--- config.mk ---
export PLATFORM = sky130hd
export DESIGN_NAME = neg_weight_update_engine
export DESIGN_NICKNAME = d
export VERILOG_FILES = /design/src/rtl/ff_learn_pkg.sv /design/src/rtl/upd_fifo2.sv /design/src/rtl/neg_weight_update_engine.sv
export SDC_FILE = /design/constraint.sdc
export NUM_CORES = 1
export LEC_CHECK = 0
export CORE_MARGIN = 10
export CORE_UTILIZATION = 54
export DETAILED_ROUTE_END_ITERATION = 10
export PLACE_DENSITY = 0.8
export SKIP_CTS_REPAIR_TIMING = 1
export SYNTH_ARGS = -nofsm -noshare
export SYNTH_HDL_FRONTEND = slang
export SYNTH_SLANG_ARGS = --single-unit
--- constraint.sdc ---
create_clock -name clk -period 3.9 [get_ports clk]
set_input_delay 0.975 -clock clk [delete_from_list [all_inputs] [get_ports clk]]
set_output_delay 0.975 -clock clk [all_outputs]
set_load 0.05 [all_outputs]
--- src/rtl/ff_learn_pkg.sv ---
// Shared constants, FSM states and saturating add for the forward-forward learning update engines.
// Latency: n/a (types and combinational helper only).
// Backpressure: n/a.
package ff_learn_pkg;

  localparam int W_W     = 8;   // signed synaptic weight width
  localparam int ROM_AW  = 8;   // derivative ROM address width: {post_q, pre_q}
  localparam int ROM_DW  = 9;   // derivative ROM signed data width
  localparam int TRACE_W = 4;   // quantized trace nibble width

  typedef enum logic [1:0] {
    IDLE,
    RUN,
    DRAIN,
    DONE
  } state_e;

  // weight + delta evaluated at W_W+2 bits, clamped to the signed weight range.
  // The sum overflows the weight range exactly when the top three bits disagree.
  function automatic logic [W_W-1:0] sat_add(input logic [W_W-1:0]    w,
                                             input logic [ROM_DW-1:0] d);
    logic [W_W+1:0] s;
    s = {{2{w[W_W-1]}}, w} + {{(W_W+2-ROM_DW){d[ROM_DW-1]}}, d};
    if ((&s[W_W+1:W_W-1]) || (~|s[W_W+1:W_W-1])) begin
      return s[W_W-1:0];
    end else if (s[W_W+1]) begin
      return {1'b1, {(W_W-1){1'b0}}};
    end else begin
      return {1'b0, {(W_W-1){1'b1}}};
    end
  endfunction

endpackage

--- src/rtl/upd_fifo2.sv ---
// Two-entry synchronous FIFO holding pending weight write-backs.
// Latency: push visible at head_o the cycle after the push.
// Backpressure: none internally; the producer's credit rule keeps it from overflowing.
// Ports: clk/rst_n; push_i + push_dat_i; pop_i; count_o occupancy; head_o oldest entry.
module upd_fifo2 #(
  parameter int DW = 20
) (
  input  logic          clk,
  input  logic          rst_n,
  input  logic          push_i,
  input  logic [DW-1:0] push_dat_i,
  input  logic          pop_i,
  output logic [1:0]    count_o,
  output logic [DW-1:0] head_o
);

  logic [DW-1:0] mem_q [2];
  logic          wptr_q;
  logic          rptr_q;
  logic [1:0]    count_q;
  logic          do_push;
  logic          do_pop;

  assign do_pop  = pop_i & (count_q != 2'd0);
  // A push into a full FIFO is still legal when the head leaves in the same cycle.
  assign do_push = push_i & ((count_q != 2'd2) | do_pop);

  always_ff @(posedge clk or negedge rst_n) begin
    if (!rst_n) begin
      mem_q[0] <= '0;
      mem_q[1] <= '0;
      wptr_q   <= 1'b0;
      rptr_q   <= 1'b0;
      count_q  <= 2'd0;
    end else begin
      if (do_push) begin
        mem_q[wptr_q] <= push_dat_i;
        wptr_q        <= ~wptr_q;
      end
      if (do_pop) begin
        rptr_q <= ~rptr_q;
      end
      case ({do_push, do_pop})
        2'b10:   count_q <= count_q + 2'd1;
        2'b01:   count_q <= count_q - 2'd1;
        default: count_q <= count_q;
      endcase
    end
  end

  assign count_o = count_q;
  assign head_o  = mem_q[rptr_q];

endmodule

--- src/rtl/neg_weight_update_engine.sv ---
// Negative-phase weight update: ROM derivative lookup, shift-scaled saturating add, write-back stream, batch FSM.
// Latency: accept at T -> out_valid at T+2 (ROM register at T+1, FIFO head at T+2).
// Backpressure: in_ready only while FIFO occupancy plus the in-flight ROM slot is below 2, since the ROM cannot stall.
// Ports: start/n_syn/lr_shift batch control; in_* request stream; rom_addr/rom_dout ROM link;
//        out_* write-back stream; busy while not IDLE; done one-cycle pulse at batch end.
module neg_weight_update_engine
  import ff_learn_pkg::*;
#(
  parameter int WADDR_W = 12,
  parameter int CNT_W   = 12
) (
  input  logic               clk,
  input  logic               rst_n,
  input  logic               start,
  input  logic [CNT_W-1:0]   n_syn,
  input  logic [2:0]         lr_shift,
  input  logic               in_valid,
  output logic               in_ready,
  input  logic [TRACE_W-1:0] in_pre_q,
  input  logic [TRACE_W-1:0] in_post_q,
  input  logic [W_W-1:0]     in_weight,
  input  logic [WADDR_W-1:0] in_waddr,
  output logic [ROM_AW-1:0]  rom_addr,
  input  logic [ROM_DW-1:0]  rom_dout,
  output logic               out_valid,
  input  logic               out_ready,
  output logic [W_W-1:0]     out_weight,
  output logic [WADDR_W-1:0] out_waddr,
  output logic               busy,
  output logic               done
);

  state_e                    state_q;
  logic [CNT_W-1:0]          n_syn_q;
  logic [CNT_W-1:0]          cnt_q;
  logic [2:0]                lr_shift_q;
  logic                      busy_q;
  logic                      done_q;

  logic                      inflight_q;
  logic [W_W-1:0]            b_weight_q;
  logic [WADDR_W-1:0]        b_waddr_q;
  logic [ROM_AW-1:0]         rom_addr_q;

  logic [1:0]                fifo_count;
  logic [W_W+WADDR_W-1:0]    fifo_head;
  logic [W_W+WADDR_W-1:0]    push_dat;
  logic                      credit_ok;
  logic                      accept;
  logic                      pop;
  logic signed [ROM_DW-1:0]  delta;

  // Credit covers both FIFO entries and the request whose ROM word is in flight.
  // With out_ready held high this sustains two accepts every three cycles.
  assign credit_ok = (fifo_count == 2'd0) || ((fifo_count == 2'd1) && !inflight_q);
  assign in_ready  = (state_q == RUN) && credit_ok;
  assign accept    = in_valid && in_ready;

  // Address is live in the accept cycle; otherwise the last one is held.
  assign rom_addr  = accept ? {in_post_q, in_pre_q} : rom_addr_q;

  // Arithmetic shift keeps the sign, so small negative derivatives floor to -1, not 0.
  assign delta     = $signed(rom_dout) >>> lr_shift_q;
  assign push_dat  = {sat_add(b_weight_q, delta), b_waddr_q};

  // Stage B: weight/address wait here for the registered ROM word.
  always_ff @(posedge clk or negedge rst_n) begin
    if (!rst_n) begin
      inflight_q <= 1'b0;
      b_weight_q <= '0;
      b_waddr_q  <= '0;
      rom_addr_q <= '0;
    end else begin
      inflight_q <= accept;
      if (accept) begin
        b_weight_q <= in_weight;
        b_waddr_q  <= in_waddr;
        rom_addr_q <= {in_post_q, in_pre_q};
      end
    end
  end

  upd_fifo2 #(
    .DW (W_W + WADDR_W)
  ) u_fifo (
    .clk        (clk),
    .rst_n      (rst_n),
    .push_i     (inflight_q),
    .push_dat_i (push_dat),
    .pop_i      (pop),
    .count_o    (fifo_count),
    .head_o     (fifo_head)
  );

  assign out_valid               = (fifo_count != 2'd0);
  assign pop                     = out_valid && out_ready;
  assign {out_weight, out_waddr} = fifo_head;

  // Batch FSM; busy/done are registered alongside the state they decode.
  always_ff @(posedge clk or negedge rst_n) begin
    if (!rst_n) begin
      state_q    <= IDLE;
      n_syn_q    <= '0;
      cnt_q      <= '0;
      lr_shift_q <= '0;
      busy_q     <= 1'b0;
      done_q     <= 1'b0;
    end else begin
      case (state_q)
        IDLE: begin
          if (start) begin
            n_syn_q    <= n_syn;
            lr_shift_q <= lr_shift;
            cnt_q      <= '0;
            busy_q     <= 1'b1;
            if (n_syn == '0) begin
              state_q <= DONE;
              done_q  <= 1'b1;
            end else begin
              state_q <= RUN;
            end
          end
        end
        RUN: begin
          if (accept) begin
            cnt_q <= cnt_q + CNT_W'(1);
            if ((cnt_q + CNT_W'(1)) == n_syn_q) begin
              state_q <= DRAIN;
            end
          end
        end
        DRAIN: begin
          if (!inflight_q && (fifo_count == 2'd0)) begin
            state_q <= DONE;
            done_q  <= 1'b1;
          end
        end
        DONE: begin
          state_q <= IDLE;
          busy_q  <= 1'b0;
          done_q  <= 1'b0;
        end
        default: begin
          state_q <= IDLE;
          busy_q  <= 1'b0;
          done_q  <= 1'b0;
        end
      endcase
    end
  end

  assign busy = busy_q;
  assign done = done_q;

endmodule

==> flow_metrics.py, run 1 <==
metrics = {
    "min_path": {
        "hold_class": "flop to flop",
    },
    "flow_run": {
        "drv_cap": 0,
    },
    "yosys": {
        "synthDistinctLibCells": 54,
        "synth_cells": 568,
        "ys.flop_type": "dfrtp_1",
        "yosysTopAreaCell": "dfrtp_1",
        "ys_ff_latch": 104,
        "synth_top_area_share_pct": 46.7,
        "synth_area_per_cell_sq_um": 9.81,
        "syn_nets": 644,
        "async_flop_share_pct": 100,
        "synth_enable_flop_cells": 0,
        "synth.area.top_cells": "dfrtp_1 47%, mux2_2 12%, nand2_1 8.5%, ha_1 4.0%, o21ai_0 2.7%",
        "syn_area_sq_um": 5570,
        "ys_warn_count": 0,
        "seq_area_frac_synth_pct": 46.7,
    },
    "clock_tree": {
        "clockBufferDepth": 2,
        "path_clk_slew_ns": 0.10,
        "cts_root_buffer": "clkbuf_8",
        "numCtsBuffers": 9,
        "htreeDepth": 3,
        "clk_latency_ns": 0.39,
        "cts_tree": "yes",
        "cts.sinks": 104,
    },
    "place": {
        "port_buffers": 88,
        "place.gp.congestion": 0.886,
        "dpl.hpwl_um": 10100,
        "dpl.cell_count": 788,
    },
    "global_route": {
        "grt_pass1_vias": 4669,
        "antenna_found_initial": 0,
        "grt.overflow.total": 0,
        "grt_pass1_wl_um": 22400,
        "grt_use_total_pct": 18.6,
        "grt_max_degree": 46,
    },
    "power_and_ir_drop": {
        "swShare_pct": 45.8,
        "seqPwrFrac_pct": 29.7,
        "p_leak_nw": 3.23,
        "power_frac_clock_pct": 10.3,
        "power_density_nw_per_um2": 902,
        "p_sw_mw": 2.88,
        "p_int_mw": 3.42,
        "pwr-share-comb_pct": 60.0,
        "ir_drop_mv": 0.538,
        "total_power_mw": 6.30,
    },
    "drt": {
        "drt_iter0_drc": 375,
        "drt_pass1_iterations": 4,
        "ant_nets": 0,
        "drc": 0,
        "vias": 4434,
        "routed_via_density": 5.50,
        "wl_per_cell_um": 16.9,
        "wl_um": 13600,
    },
    "sta": {
        "finalCritPeriodShare_pct": 97.5,
        "finClkSkew_ns": 0.0139,
        "slew_headroom_pct": 33.5,
        "drv_slew": 0,
        "hold_viol_final": 0,
        "setup_violations": 0,
        "fmax_mhz": 263,
        "rsz0062_at_grt": "true",
        "fin_crit_ns": 3.80,
        "tightest_slew_ns": 0.998,
    },
    "floorplanning": {
        "num_rows": 37,
        "initial_core_util_pct": 54.7,
        "die_w_um": 122,
        "die_area_sq_um": 14800,
        "coreArea_sq_um": 10200,
        "die_y_um": 122,
        "pin_count": 89,
    },
    "run_status": {
        "status": "finished, final reports clean",
    },
    "critical_path": {
        "startpoint_type": "primary input",
        "path_class": "primary input to flop",
        "cp-end-kind": "flop",
        "cp.arrival_ns": 4.06,
        "required_ns": 4.16,
        "critPathMaxFanout": 6,
    },
    "final_layout": {
        "mostFrequentLayoutCell": "nand2_1",
        "antennaDiodeCount": 0,
        "layout-drive-gt1-share_pct": 19.0,
        "mostFrequentLayoutCells": "126 x nand2_1, 104 x dfrtp_1, 78 x clkdlybuf4s50_1, 61 x mux2_2, 30 x nor2_1",
        "syn_to_final_growth_pct": 25.5,
        "post-route-util_pct": 68.6,
        "finalNonFillerCells": 806,
        "layout.nets": 741,
    },
}
==> metrics by stage <==
step / area (sq um) / hold WS [ns] / setup TNS [ns] / worst slack (ns)
5_1_grt: 6990 / 0.525 / -0.231 / -0.0555
3_3_place_gp: 6740 / 0.458 / -2.14 / -0.177
4_1_cts: 6930 / 0.490 / -0.0238 / -0.0238
2_1_floorplan: 5570 / 0.444 / 0 / 0.179
3_5_place_dp: 6740 / 0.467 / -4.21 / -0.376
6_report: 6990 / 0.492 / 0 / 0.0967
==> kinds of logic (layout without fill, tap and decap cells) <==
family	after synthesis	after routing	synth area share, %
AOI/OAI and AO/OA	101	101	10.9
xor gates and xnor gates	20	20	3.28
adders and majority gates	19	19	4.40
buffers and inverters	45	147	3.44
DFF	104	104	46.7
muxes	74	74	14.7
and+or+nand+nor	205	205	16.6
==> worst max-delay path, cell delays in order <==
cell and delay [ns]:
clkdlybuf4s50_1 0.48, mux2i_1 0.09, nand2_1 0.09, o21ai_1 0.09, mux2i_1 0.23, ha_2 0.22, inv_1 0.05, fa_1 0.40
nand2b_4 0.17, a211oi_2 0.26, mux2i_1 0.20, and3_1 0.22, o311ai_2 0.11, buf_4 0.18, a21oi_1 0.21, a21oi_1 0.10
==> path summary, 6_finish.rpt <==
check	start	endpoint	slack, ns	cells past startpoint
worst max-delay path	rom_dout[5]	u_fifo.mem_q[35]	0.1	16
worst min-delay path	u_fifo.mem_q[19]	u_fifo.mem_q[19]	0.49	2
worst max register to register	lr_shift_q[1]	u_fifo.mem_q[35]	0.45	15
worst min register to register	u_fifo.mem_q[19]	u_fifo.mem_q[19]	0.49	2
max in group asynchronous	rst_n	u_fifo.mem_q[34]	2.49	2
min in group asynchronous	rst_n	b_waddr_q[4]	0.58	1
==> registers in the layout, summed over array words and instances (netlist names) <==
register / count
u_fifo.mem_q: 40
done: 1
u_fifo.count_o: 2
b_weight_q: 8
b_waddr_q: 12
n_syn_q: 12
state_q: 2
lr_shift_q: 3
cnt_q: 12
inflight_q: 1
u_fifo.rptr_q: 1
busy: 1
rom_addr_q: 8
u_fifo.wptr_q: 1
==> layer usage <==
layer  vias to the layer above  track usage, %  share of wire, %
met4                         0            9.61               2.9
met5                         -               0                 0
met3                        32            4.63               6.7
met2                       129            29.7                48
li1                       2137               -                 -
met1                      2136            23.0                43
==> layout make-up <==
cell class                      count  area, sq um
Multi-Input combinational cell    419         2820
Clock inverter                      5         38.8
Timing Repair Buffer              111         1130
Sequential cell                   104         2600
Fill cell                         789         3190
Inverter                           20         75.1
Tap cell                          136          170
Clock buffer                       11          151
==> power groups by stage <==
| stage | Clock [mW] | Combinational [mW] | Sequential [mW] |
|---|---|---|---|
| floorplan | 0 | 2.51 | 1.75 |
| global placement | 0 | 3.53 | 1.85 |
| detailed placement | 0 | 3.64 | 1.89 |
| CTS | 0.660 | 3.67 | 1.87 |
| global route | 0.702 | 4.08 | 1.94 |
| finish | 0.649 | 3.78 | 1.87 |
==> Yosys cell counts, types with 2 or more instances <==
library cell / instances
mux2i_1: 13
o21ai_0: 30
nor3_2: 2
o21a_1: 3
a211oi_1: 4
o31ai_1: 8
buf_4: 3
and4_1: 2
xor2_1: 5
dfrtp_1: 104
clkbuf_1: 17
o22ai_1: 3
nand2_1: 126
a31oi_1: 2
nand3_1: 6
inv_1: 20
mux2_2: 61
nand2b_1: 9
o41ai_1: 2
o21ai_1: 11
and3_1: 6
xnor2_1: 14
buf_1: 3
nor3_1: 4
nor2_1: 31
nor2b_1: 3
a21o_1: 3
nor4_1: 6
a21oi_1: 25
ha_1: 18
No activity file was read; power rests on OpenSTA's default activity.
==> run 2, diff against run 1 <==
CAP_MARGIN = 25   (was default)
GPL_TIMING_DRIVEN = 0   (was default)
==> flow_metrics.py, run 2 (synthesized netlist as in run 1, its figures left out) <==
metrics = {
    "sta": {
        "slew_headroom_pct": 49.9,
        "setup_violations": 0,
        "fin_crit_ns": 3.83,
        "finClkSkew_ns": 0.0105,
        "drv_slew": 0,
        "fin_tns_setup_ns": 0,
        "finalCritPeriodShare_pct": 98.1,
        "tightest_slew_ns": 0.751,
        "fmax_mhz": 261,
        "hold_viol_final": 0,
    },
    "clock_tree": {
        "cts_root_buffer": "clkbuf_8",
        "cts_tree": "yes",
        "path_clk_slew_ns": 0.10,
        "htreeDepth": 3,
        "cts.sinks": 104,
        "clockBufferDepth": 2,
        "clk_latency_ns": 0.38,
        "numCtsBuffers": 9,
    },
    "drt": {
        "drt_iter0_drc": 364,
        "wl_um": 13900,
        "vias": 4514,
        "drt_pass1_iterations": 5,
        "routed_via_density": 5.56,
        "wl_per_cell_um": 17.1,
        "ant_nets": 0,
        "drc": 0,
    },
    "place": {
        "port_buffers": 88,
        "place.gp.congestion": 0.891,
        "place_area_sq_um": 6650,
        "dpl.hpwl_um": 10200,
    },
    "global_route": {
        "grt_pass1_wl_um": 22200,
        "antenna_found_initial": 0,
        "grt_max_degree": 60,
        "grt.overflow.total": 0,
        "grt_use_total_pct": 18.4,
        "grt_pass1_vias": 4655,
    },
    "critical_path": {
        "cp.arrival_ns": 4.07,
        "rr_startpoint": "lr_shift_q[1]",
        "rr_worst_depth": 14,
        "slowest_stage": "clkdlybuf4s50_1",
        "r2r_setup_slack_ns": 0.19,
        "required_ns": 4.15,
        "startpoint_type": "primary input",
        "critical_path.top_delay_family": "compound AO/OA/AOI/OAI gates",
        "crit_buf_inv": 2,
        "timing.rr.end": "u_fifo.mem_q[34]",
        "critPathMaxStageDelay_ns": 0.42,
        "cp_common_cell": "a21oi_1",
        "path_class": "primary input to flop",
        "crit_chain": "clkdlybuf4s50_1 -> mux2_2 -> or2_2 -> a21oi_1 -> a21oi_1 -> ha_1 -> a21o_1 -> a21oi_2 -> a211oi_1 -> o31ai_2 -> o311ai_4 -> buf_12 -> a31oi_2 -> a21oi_1",
        "cp-end-kind": "flop",
        "critPathMaxFanout": 6,
    },
    "power_and_ir_drop": {
        "pwr-share-comb_pct": 59.8,
        "swShare_pct": 46.6,
        "power_density_nw_per_um2": 903,
        "power_frac_clock_pct": 12.1,
        "p_int_mw": 3.38,
        "p_leak_nw": 3.25,
        "p_sw_mw": 2.95,
        "seqPwrFrac_pct": 28.2,
        "ir_drop_mv": 0.471,
    },
    "final_layout": {
        "layout.nets": 747,
        "mostFrequentLayoutCells": "125 x nand2_1, 104 x dfrtp_1, 76 x clkdlybuf4s50_1, 61 x mux2_2, 31 x nor2_1",
        "layout-drive-gt1-share_pct": 18.2,
        "largest_register_ffs": 40,
        "finalInstanceArea_sq_um": 7010,
        "syn_to_final_growth_pct": 25.8,
        "largest_register": "u_fifo.mem_q",
        "antennaDiodeCount": 0,
        "mostFrequentLayoutCell": "nand2_1",
        "fillers": 780,
        "post-route-util_pct": 68.8,
    },
    "min_path": {
        "holdCritStartpoint": "rom_addr_q[7]",
        "hold_class": "flop to flop",
        "holdPathEnd": "rom_addr_q[7]",
        "whs_path_depth": 2,
    },
    "run_status": {
        "status": "finished, final reports clean",
    },
    "floorplanning": {
        "die_area_sq_um": 14800,
        "pin_count": 89,
        "die_w_um": 122,
        "die_y_um": 122,
        "num_rows": 37,
        "initial_core_util_pct": 54.7,
        "coreArea_sq_um": 10200,
    },
    "flow_run": {
        "drv_cap": 0,
    },
}
## run 2: worst max-delay path by stage
stage / start / end / slack (ns) / cells after the start
CTS: state_q[0] / rom_addr[0] / -0.50 / 8
global route: rom_dout[3] / u_fifo.mem_q[33] / -0.06 / 14
finish: rom_dout[4] / u_fifo.mem_q[34] / 0.07 / 14
global placement: rst_n / n_syn_q[8] / -1.91 / 1
floorplan: u_fifo.count_o[0] / rom_addr[0] / 0.18 / 9
detailed placement: rom_dout[7] / u_fifo.mem_q[18] / -0.62 / 15
## run 2: power groups by stage
stage | Clock, mW | Combinational, mW | Sequential (mW)
2_1_floorplan | 0 | 2.51 | 1.75
3_3_place_gp | 0 | 3.35 | 1.77
3_5_place_dp | 0 | 3.46 | 1.80
4_1_cts | 0.767 | 3.49 | 1.78
5_1_grt | 0.821 | 4.07 | 1.83
6_report | 0.765 | 3.78 | 1.78
## run 2: cell type report
cell class	instances	area, sq um	area share [%]
inverter	20	75.1	1.07
tap	136	170	2.43
clock buffer	9	124	1.77
multi-input combinational	419	2880	41.1
timing repair buffer	93	938	13.4
clock inverter	7	103	1.46
sequential	104	2600	37.1
buffer	24	115	1.64
## run 2: through the flow
| stage | setup WS [ns] | instances | power [mW] | hold slack, ns |
|---|---|---|---|---|
| after floorplan | 0.179 | 568 | 4.26 | 0.444 |
| after global placement | -1.91 | 792 | 5.11 | 0.452 |
| after detailed placement | -0.621 | 793 | 5.26 | 0.459 |
| after CTS | -0.497 | 809 | 6.04 | 0.487 |
| after global routing | -0.0615 | 812 | 6.72 | 0.512 |
| final | 0.0736 | 812 | 6.33 | 0.481 |
## run 2: routing by layer
metal | global-route usage (%) | up-vias | share of wire (%)
met2 | 29.6 | 140 | 49
met4 | 7.00 | 0 | 2.0
met1 | 23.4 | 2189 | 42
met5 | 0 | - | 0
li1 | - | 2163 | -
met3 | 4.86 | 22 | 6.7
## run 2: worst register-to-register path: stages (launching register included)
cell and delay [ns]:
dfrtp_1 0.36, clkbuf_1 0.42, mux2_2 0.42, or2_2 0.28
a21oi_1 0.12, a21oi_1 0.07, ha_1 0.37, a21o_1 0.21
a21oi_2 0.25, a211oi_1 0.14, o31ai_2 0.33, o311ai_4 0.16
buf_12 0.17, a31oi_2 0.19, a21oi_1 0.09
